[src/rtl/score4_ctrl.sv]
// Connect-four game controller: button conditioning, drop/cursor FSM and 4-in-a-row evaluation.
// Optional input debounce filtering is enabled with `define DEBOUNCE_EN.
module score4_ctrl #(
    parameter logic [19:0] DEBOUNCE_CYCLES = 20'd500000
) (
    input  logic                   clk,
    input  logic                   rst,
    input  logic                   left,
    input  logic                   right,
    input  logic                   put,
    output logic [6:0][5:0][1:0]   panel,
    output logic [6:0]             play,
    output logic                   turn,
    output logic                   player,
    output logic                   invalid_move,
    output logic                   win_a,
    output logic                   win_b,
    output logic                   full_panel
);

    localparam int unsigned NB = 3;
`ifdef DEBOUNCE_EN
    localparam logic [2:0] WARM = 3'd4;
`else
    localparam logic [2:0] WARM = 3'd3;
`endif

    typedef enum logic [1:0] {IDLE, CHECK, OVER} state_t;

    logic [NB-1:0] sync1_q, sync2_q, prev_q, level;
    logic [2:0]    warm_q, warm_d;
    logic          warm_done;
    logic [NB-1:0] rise_c;

    // Edges stay masked until the pipeline holds real samples, so a held button never fires.
    assign warm_done = (warm_q == WARM);
    assign warm_d    = warm_done ? warm_q : warm_q + 3'd1;
    assign rise_c    = warm_done ? (level & ~prev_q) : '0;

    always_ff @(posedge clk or posedge rst) begin
        if (rst) begin
            sync1_q <= '0;
            sync2_q <= '0;
            prev_q  <= '0;
            warm_q  <= '0;
        end else begin
            sync1_q <= {put, right, left};
            sync2_q <= sync1_q;
            prev_q  <= level;
            warm_q  <= warm_d;
        end
    end

`ifdef DEBOUNCE_EN
    logic [NB-1:0]        filt_q, filt_d;
    logic [NB-1:0][19:0]  cnt_q, cnt_d;

    always_comb begin
        filt_d = filt_q;
        cnt_d  = cnt_q;
        for (int i = 0; i < NB; i++) begin
            if (!warm_done) begin
                filt_d[i] = sync2_q[i];
                cnt_d[i]  = '0;
            end else if (sync2_q[i] == filt_q[i]) begin
                cnt_d[i] = '0;
            end else if (cnt_q[i] >= DEBOUNCE_CYCLES - 20'd1) begin
                filt_d[i] = sync2_q[i];
                cnt_d[i]  = '0;
            end else begin
                cnt_d[i] = cnt_q[i] + 20'd1;
            end
        end
    end

    always_ff @(posedge clk or posedge rst) begin
        if (rst) begin
            filt_q <= '0;
            cnt_q  <= '0;
        end else begin
            filt_q <= filt_d;
            cnt_q  <= cnt_d;
        end
    end

    assign level = filt_q;
`else
    logic unused_debounce;
    assign unused_debounce = ^DEBOUNCE_CYCLES;
    assign level = sync2_q;
`endif

    state_t               state_q, state_d;
    logic [6:0][5:0][1:0] panel_q, panel_d;
    logic [6:0]           play_q, play_d;
    logic                 turn_q, turn_d;
    logic                 inv_q, inv_d;
    logic                 win_a_q, win_a_d, win_b_q, win_b_d, full_q, full_d;
    logic [2:0]           col_c, row_c;
    logic                 col_full_c, board_full_c;
    logic [1:0]           hits_c;

    function automatic logic [1:0] four(input logic [1:0] a, input logic [1:0] b,
                                        input logic [1:0] c, input logic [1:0] d);
        four = (a == b && b == c && c == d) ? a : 2'b00;
    endfunction

    // Cursor column index and the landing row in that column.
    always_comb begin
        col_c = 3'd0;
        for (int c = 0; c < 7; c++)
            if (play_q[c]) col_c = 3'(c);
        row_c = 3'd0;
        for (int r = 5; r >= 0; r--)
            if (panel_q[col_c][r] == 2'b00) row_c = 3'(r);
        col_full_c = (panel_q[col_c][5] != 2'b00);
    end

    // Whole-board line scan; hits_c[0] = A has a line, hits_c[1] = B has a line.
    always_comb begin
        hits_c       = 2'b00;
        board_full_c = 1'b1;
        for (int c = 0; c < 7; c++)
            for (int r = 0; r < 6; r++)
                if (panel_q[c][r] == 2'b00) board_full_c = 1'b0;
        for (int c = 0; c < 4; c++)
            for (int r = 0; r < 6; r++)
                hits_c = hits_c | four(panel_q[c][r], panel_q[c+1][r], panel_q[c+2][r], panel_q[c+3][r]);
        for (int c = 0; c < 7; c++)
            for (int r = 0; r < 3; r++)
                hits_c = hits_c | four(panel_q[c][r], panel_q[c][r+1], panel_q[c][r+2], panel_q[c][r+3]);
        for (int c = 0; c < 4; c++)
            for (int r = 0; r < 3; r++)
                hits_c = hits_c | four(panel_q[c][r], panel_q[c+1][r+1], panel_q[c+2][r+2], panel_q[c+3][r+3]);
        for (int c = 0; c < 4; c++)
            for (int r = 3; r < 6; r++)
                hits_c = hits_c | four(panel_q[c][r], panel_q[c+1][r-1], panel_q[c+2][r-2], panel_q[c+3][r-3]);
    end

    always_comb begin
        state_d = state_q;
        panel_d = panel_q;
        play_d  = play_q;
        turn_d  = turn_q;
        inv_d   = 1'b0;
        win_a_d = win_a_q;
        win_b_d = win_b_q;
        full_d  = full_q;
        case (state_q)
            IDLE: begin
                if (rise_c[2]) begin
                    if (col_full_c) begin
                        inv_d = 1'b1;
                    end else begin
                        panel_d[col_c][row_c] = turn_q ? 2'b10 : 2'b01;
                        state_d = CHECK;
                    end
                end else if (rise_c[0] && !rise_c[1]) begin
                    play_d = {play_q[0], play_q[6:1]};
                end else if (rise_c[1] && !rise_c[0]) begin
                    play_d = {play_q[5:0], play_q[6]};
                end
            end
            CHECK: begin
                if (hits_c[0]) win_a_d = 1'b1;
                if (hits_c[1]) win_b_d = 1'b1;
                if (board_full_c) full_d = 1'b1;
                if (hits_c != 2'b00 || board_full_c) begin
                    state_d = OVER;
                end else begin
                    turn_d  = ~turn_q;
                    state_d = IDLE;
                end
            end
            OVER:    state_d = OVER;
            default: state_d = IDLE;
        endcase
    end

    always_ff @(posedge clk or posedge rst) begin
        if (rst) begin
            state_q <= IDLE;
            panel_q <= '0;
            play_q  <= 7'b0001000;
            turn_q  <= 1'b0;
            inv_q   <= 1'b0;
            win_a_q <= 1'b0;
            win_b_q <= 1'b0;
            full_q  <= 1'b0;
        end else begin
            state_q <= state_d;
            panel_q <= panel_d;
            play_q  <= play_d;
            turn_q  <= turn_d;
            inv_q   <= inv_d;
            win_a_q <= win_a_d;
            win_b_q <= win_b_d;
            full_q  <= full_d;
        end
    end

    assign panel        = panel_q;
    assign play         = play_q;
    assign turn         = turn_q;
    assign player       = turn_q;
    assign invalid_move = inv_q;
    assign win_a        = win_a_q;
    assign win_b        = win_b_q;
    assign full_panel   = full_q;

endmodule

[config.mk]
export PLATFORM = sky130hd
export DESIGN_NAME = score4_ctrl
export DESIGN_NICKNAME = d
export VERILOG_FILES = /design/src/rtl/score4_ctrl.sv
export SDC_FILE = /design/constraint.sdc
export NUM_CORES = 1
export LEC_CHECK = 0
export BUFFER_PORTS_ARGS = -buffer_cell sky130_fd_sc_hd__buf_2
export CAP_MARGIN = 20
export CORE_ASPECT_RATIO = 1.1
export CORE_MARGIN = 2
export CORE_UTILIZATION = 40
export DETAILED_ROUTE_END_ITERATION = 7
export SLEW_MARGIN = 25
export SYNTH_ARGS = -nofsm -noshare
export SYNTH_HDL_FRONTEND = slang
export SYNTH_SLANG_ARGS = --single-unit
[constraint.sdc]
create_clock -name clk -period 8.25 [get_ports clk]
set_input_delay 0 -clock clk [delete_from_list [all_inputs] [get_ports clk]]
set_output_delay 0 -clock clk [all_outputs]
set_load 0.005 [all_outputs]
* Word level (Yosys, flattened, before mapping)
Index checks and enable logic that the tools add are counted.
** Word-level totals
- Output and inout bits :: 97
- Register bits after elaboration :: 110
- Bits of input ports :: 5
- Logic and storage cells :: 601
** Cells by class
- Reductions and logical operators :: 204
- Mux-type cells :: 141
- Bitwise operators :: 74
- Magnitude comparators :: 4
- Equal/unequal tests :: 124
- $add $sub $neg :: 1
** Operators with widths (count)
- $eq A2 B2 Y1 :: 119
- $mux W2 :: 74
- $logic_and A1 B1 Y1 :: 142
- $or A2 B2 Y2 :: 68
- $logic_not A2 Y1 :: 49
- $bwmux W84 :: 1
- $mux W1 :: 46
- $bmux W12 S3 :: 1
- $demux W12 S3 :: 1
- $mux W3 :: 12
- $mux W12 :: 2
- $mux W7 :: 2
- $reduce_and A2 Y1 :: 5
- $lt A3 B4 Y1 const B :: 2
- $demux W2 S3 :: 1
- $ge A3 B1 Y1 const B :: 2
- $pmux W2 S3 :: 1
- $reduce_and A3 Y1 :: 2
- $reduce_bool A2 Y1 :: 3
- $ne A2 B2 Y1 const B :: 2
- $not A1 Y1 :: 4
- $add A3 B1 Y3 const B :: 1
- $and A3 B3 Y3 :: 1
- $eq A3 B2 Y1 const B :: 1
- other kinds (5) :: 6

* Longest topological paths before layout
- Depth in word-level cells :: 76
- Gate-level depth with buffers :: 12
- Mapped depth without buffers :: 9

* Worst setup path after synthesis
OpenSTA, ideal clock, no wires.
- Kind :: register to register
- Start point :: reg panel_q, in the netlist panel[36]
- End point :: reg turn_q (netlist: player)
- Setup slack :: 5.520 ns
- Arrival :: 2.650 ns
- Path buffers :: 1
- Stages on the path, launching flop included :: 10
- Data required time :: 8.170 ns
- Period minus slack after synthesis :: 2.730 ns
- Path through :: dfrtp_1 buf_2 and3_1 o22ai_2 nor2_1 or3_1 or4_1 or4_4 nor4b_2 xnor2_1
** Between the ends
- Longest elaborated chain between the ends :: 75
- Elaborated cells between the ends (all ways) :: 121
** RTL lines
- start: declaration :: line 94 : logic [6:0][5:0][1:0] panel_q, panel_d;
- start signal: assignment :: line 192 : panel_q <= panel_d;
- $eq A2 B2 Y1 :: line 105 : four = (a == b && b == c && c == d) ? a : 2'b00;
- $logic_and A1 B1 Y1 :: line 105
- $mux W2 :: line 105
- $or A2 B2 Y2 (23 in series) :: line 128 : hits_c = hits_c | four(panel_q[c][r], panel_q[c+1][r], panel_q[c+2][r], panel_q[c+3][r]);
- $or A2 B2 Y2 (21 in series) :: line 131 : hits_c = hits_c | four(panel_q[c][r], panel_q[c][r+1], panel_q[c][r+2], panel_q[c][r+3]);
- $or A2 B2 Y2 (12 in series) :: line 134 : hits_c = hits_c | four(panel_q[c][r], panel_q[c+1][r+1], panel_q[c+2][r+2], panel_q[c+3][r+3]);
- $or A2 B2 Y2 (12 in series) :: line 137 : hits_c = hits_c | four(panel_q[c][r], panel_q[c+1][r-1], panel_q[c+2][r-2], panel_q[c+3][r-3]);
- $reduce_bool A2 Y1 :: line 168 : if (hits_c != 2'b00 || board_full_c) begin
- $logic_or A1 B1 Y1 * :: line 168
- $not A1 Y1 (no source line) *
- $reduce_and A2 Y1 (no source line) *
- end signal: assignment :: line 194 : turn_q <= turn_d;
- end: declaration :: line 96 : logic turn_q, turn_d;
Mark *: on every way between the ends. The rest lies on a longest branch, timed or not.
A chain may end at the register's enable or synchronous reset.

* Final worst setup path
- Start point :: reg play_q[6] (netlist: play[6])
- End point :: reg panel_q, in the netlist panel[67]
** Between the ends
- Longest elaborated chain between the ends :: 17
- Elaborated cells between the ends (all ways) :: 29
** RTL lines
- start: declaration :: line 95 : logic [6:0] play_q, play_d;
- start signal: assignment :: line 193 : play_q <= play_d;
- $mux W3 * :: line 112 : if (play_q[c]) col_c = 3'(c);
- $bmux W12 S3 :: line 115, 116
- $mux W12 (not written as such) :: line 115, 116
- $logic_not A2 Y1 :: line 115 : if (panel_q[col_c][r] == 2'b00) row_c = 3'(r);
- $mux W3 (6 in series) :: line 115
- $lt A3 B4 Y1 (not written as such) / $ge A3 B1 Y1 (equally long branches) :: line 155 : panel_d[col_c][row_c] = turn_q ? 2'b10 : 2'b01;
- $logic_and A1 B1 Y1 (not written as such) :: line 155
- $mux W2 :: line 155
- $demux W2 S3 :: line 155
- $mux W12 :: line 155
- $demux W12 S3 :: line 155
- $bwmux W84 :: line 155
Mark *: on every way between the ends. The rest lies on a longest branch, timed or not. The select of a mux whose other input is x is not followed.

==> run summary <==
Max Slew Vio Count -> 0
share of cells above drive strength 1 -> 14.42%
status -> finished, final reports clean
most common library cell in the layout ignoring fill and taps -> dfrtp_1
Synth Register Bits -> 110
worst path required time -> 8.47 ns
Clock Sinks -> 110
die height -> 157.9 µm
Detailed Route Iter0 Violations -> 1,114
first-pass GRT wire length -> 55,270 µm
Num CTS Buffers -> 9
Synth Area in Simple Gates -> 24.41%
Inst Count DP -> 1,331
Synth Cell Area -> 8617 µm²
max_cap viols -> 0
synthesized area per cell -> 8.168 µm²
CP Class -> reg -> reg
DR vias/cell -> 6.682
Synth area leaders -> dfrtp_1 (32%), xnor2_1 (8.9%), o21bai_1 (7.2%)
post-synthesis adder-cell area fraction -> 0.4356%
fin area -> 9336 µm²
Mapped Cells -> 1,055
Skew-Pair Late Insertion Delay -> 0.36 ns
EDFF count, synth -> 0
multiplexer share of the synthesized area -> 1.946%
ys flop type -> dfrtp_1
Die X -> 143.9 µm
leakage -> 4.114 nW
H-tree depth -> 3
worst hold slack -> 0.2093 ns
# rows -> 56
Reg clk slew, reported paths -> 0.08 ns
RSZ-0062 raised after global routing -> false
total negative slack -> 0 ns
Core ar. -> 21,230 µm²
Total GRT Usage -> 33.03%
Via Count -> 9,028
Cell variety after synth -> 69
dpl cell area -> 9010 µm²
Setup Viol. Count Final -> 0
peak supply drop -> 0.1542 mV
Slew HR -> 27.20%
f_max -> 267.5 MHz
Clock Path Buffers -> 2
n_diodes -> 0
Compound-Gate Fraction of Synth Area -> 23.15%
DRC Markers -> 0
Routed Antenna Nets -> 0
worst hold path class -> in -> async
crit path max fanout -> 30
Final nets -> 1,064
final hold violation count -> 0
post-route clock period utilization -> 45.32%
largest net degree at the start of global routing -> 75
most frequent cells in the layout -> dfrtp_1 (109), buf_2 (101), xnor2_1 (88), o21bai_1 (83), nand2_1 (67)
ys async rst share -> 100.0%
Worst-Margin Slew -> 1.092 ns
Worst Skew -> 0.01209 ns
full die area -> 22,730 µm²
number of port buffers -> 101
post-synthesis xor/xnor area fraction -> 10.77%
Crit path arrival time -> 3.96 ns
DP Wirelength -> 24,550 µm
Post-Layout Cell Count -> 1,351
syn_nets -> 1,063
I/O pins -> 102
Area Overhead vs Synth -> 8.349%
Detailed Routing Iterations Pass 1 -> 6
WL per Instance -> 27.59 µm
largest family of logic cells by synthesized area -> simple AND/OR/NAND/NOR gates
share of the synthesized area in the top cell type -> 31.65%
post-synthesis sequential area ratio -> 31.96%
crit start category -> flip-flop
initial antenna violation count -> 0
Power Density -> 171.2 nW/µm²
gp weighted congestion -> 0.9867
Post-CTS Setup Inserts -> 0
yosys warns -> 0
total gr overflow -> 0
Starting Density -> 40.59%
CTS tree -> done
clock root cell -> clkbuf_16
vias in the first global route -> 8,442
min Tclk post-route -> 3.739 ns
Critical Path End Type -> flip-flop
Synth area leader -> dfrtp_1
final WL -> 37,270 µm
[critical path: stages (launching register included)]
cell       delay (ns)
dfrtp_1          0.71
nor4_1           0.60
nand2b_1         0.37
o22ai_1          0.22
nor3_1           0.08
a2111oi_1        0.70
nor2_1           0.15
nand3b_1         0.61
o21bai_1         0.16
[final cells by class]
cell class              count  area, µm²
clock buffers               9      225.2
clock inverters             7      60.06
fillers                  2138      11890
inverters                   8      32.53
multi-input cells         806       5236
flip-flops and latches    110       2754
well taps                 290      362.8
repair buffers            121      665.6
[per-layer routing]
layer / global-route usage [%] / part of all wire (%) / vias up
met4: 19.33 / 6.1 / 0
met5: 0 / 0 / -
met3: 6.080 / 10 / 155
met1: 43.88 / 40 / 4347
li1: - / - / 3915
met2: 50.23 / 44 / 611
[cells by family after synthesis]
group,after synthesis
simple gates,388
compound gates,293
buf+inv,139
flops,110
xor+xnor,106
mux,16
fa+ha+maj,3
[repair_timing]
action | CTS | global route
hold endpoints to repair | 39 | 0
resized for setup | 0 | 0
hold buffers | 4 | 0
[stage by stage]
step | total power [W] | worst slack (ns) | utilization [%]
after floorplan | 0.0009981 | 5.349 | -
after global placement | 0.001157 | 4.577 | 42.42
after detailed placement | 0.001162 | 4.375 | 42.44
after CTS | 0.001588 | 4.385 | 43.97
after global routing | 0.001669 | 4.229 | 43.98
final | 0.001598 | 4.511 | 43.98
[cell usage after synthesis (5+ instances only)]
library cell / count
dfrtp_1: 109
xnor2_1: 88
o21bai_1: 83
nand2_1: 67
nor3_1: 66
clkbuf_1: 62
and3_1: 52
o22ai_1: 50
o21ai_0: 47
nor2_1: 44
a21oi_1: 42
buf_2: 41
nand4_1: 38
nand3_1: 35
or4_1: 27
nor4_1: 22
xor2_1: 18
buf_1: 17
a22oi_1: 16
mux2i_1: 10
inv_1: 8
and2_1: 6
buf_6: 6
mux2_2: 6
nor2b_1: 6
a222oi_1: 5
or3_1: 5
[sequential cells by signal (all words and copies together) (netlist names)]
name / count
state_q: 2
level: 3
prev_q: 3
panel: 84
player: 1
sync1_q: 3
warm_q: 3
full_panel: 1
win_b: 1
win_a: 1
play: 7
invalid_move: 1
[power by group]
group,internal [W],switching (W)
combinational,0.000169,0.000258
clock,0.000212,0.000217
sequential,0.000577,0.000166
total,0.000958,0.000640
[worst paths after layout]
kind	start	end	slack, ns	cells after the start
min	rst	panel[61]$_DFFE_PP0P_	0.21	3
min in group clk	put	sync1_q[2]$_DFF_PP0_	0.29	2
min reg2reg	sync1_q[0]$_DFF_PP0_	level[0]$_DFF_PP0_	0.35	0
max in group asynchronous	rst	panel[32]$_DFFE_PP0P_	6.75	4
max	play[6]$_DFFE_PP0P_	panel[67]$_DFFE_PP0P_	4.51	8
max reg2reg	play[6]$_DFFE_PP0P_	panel[67]$_DFFE_PP0P_	4.51	8
Note: power is estimated with default switching activity, not from simulation.
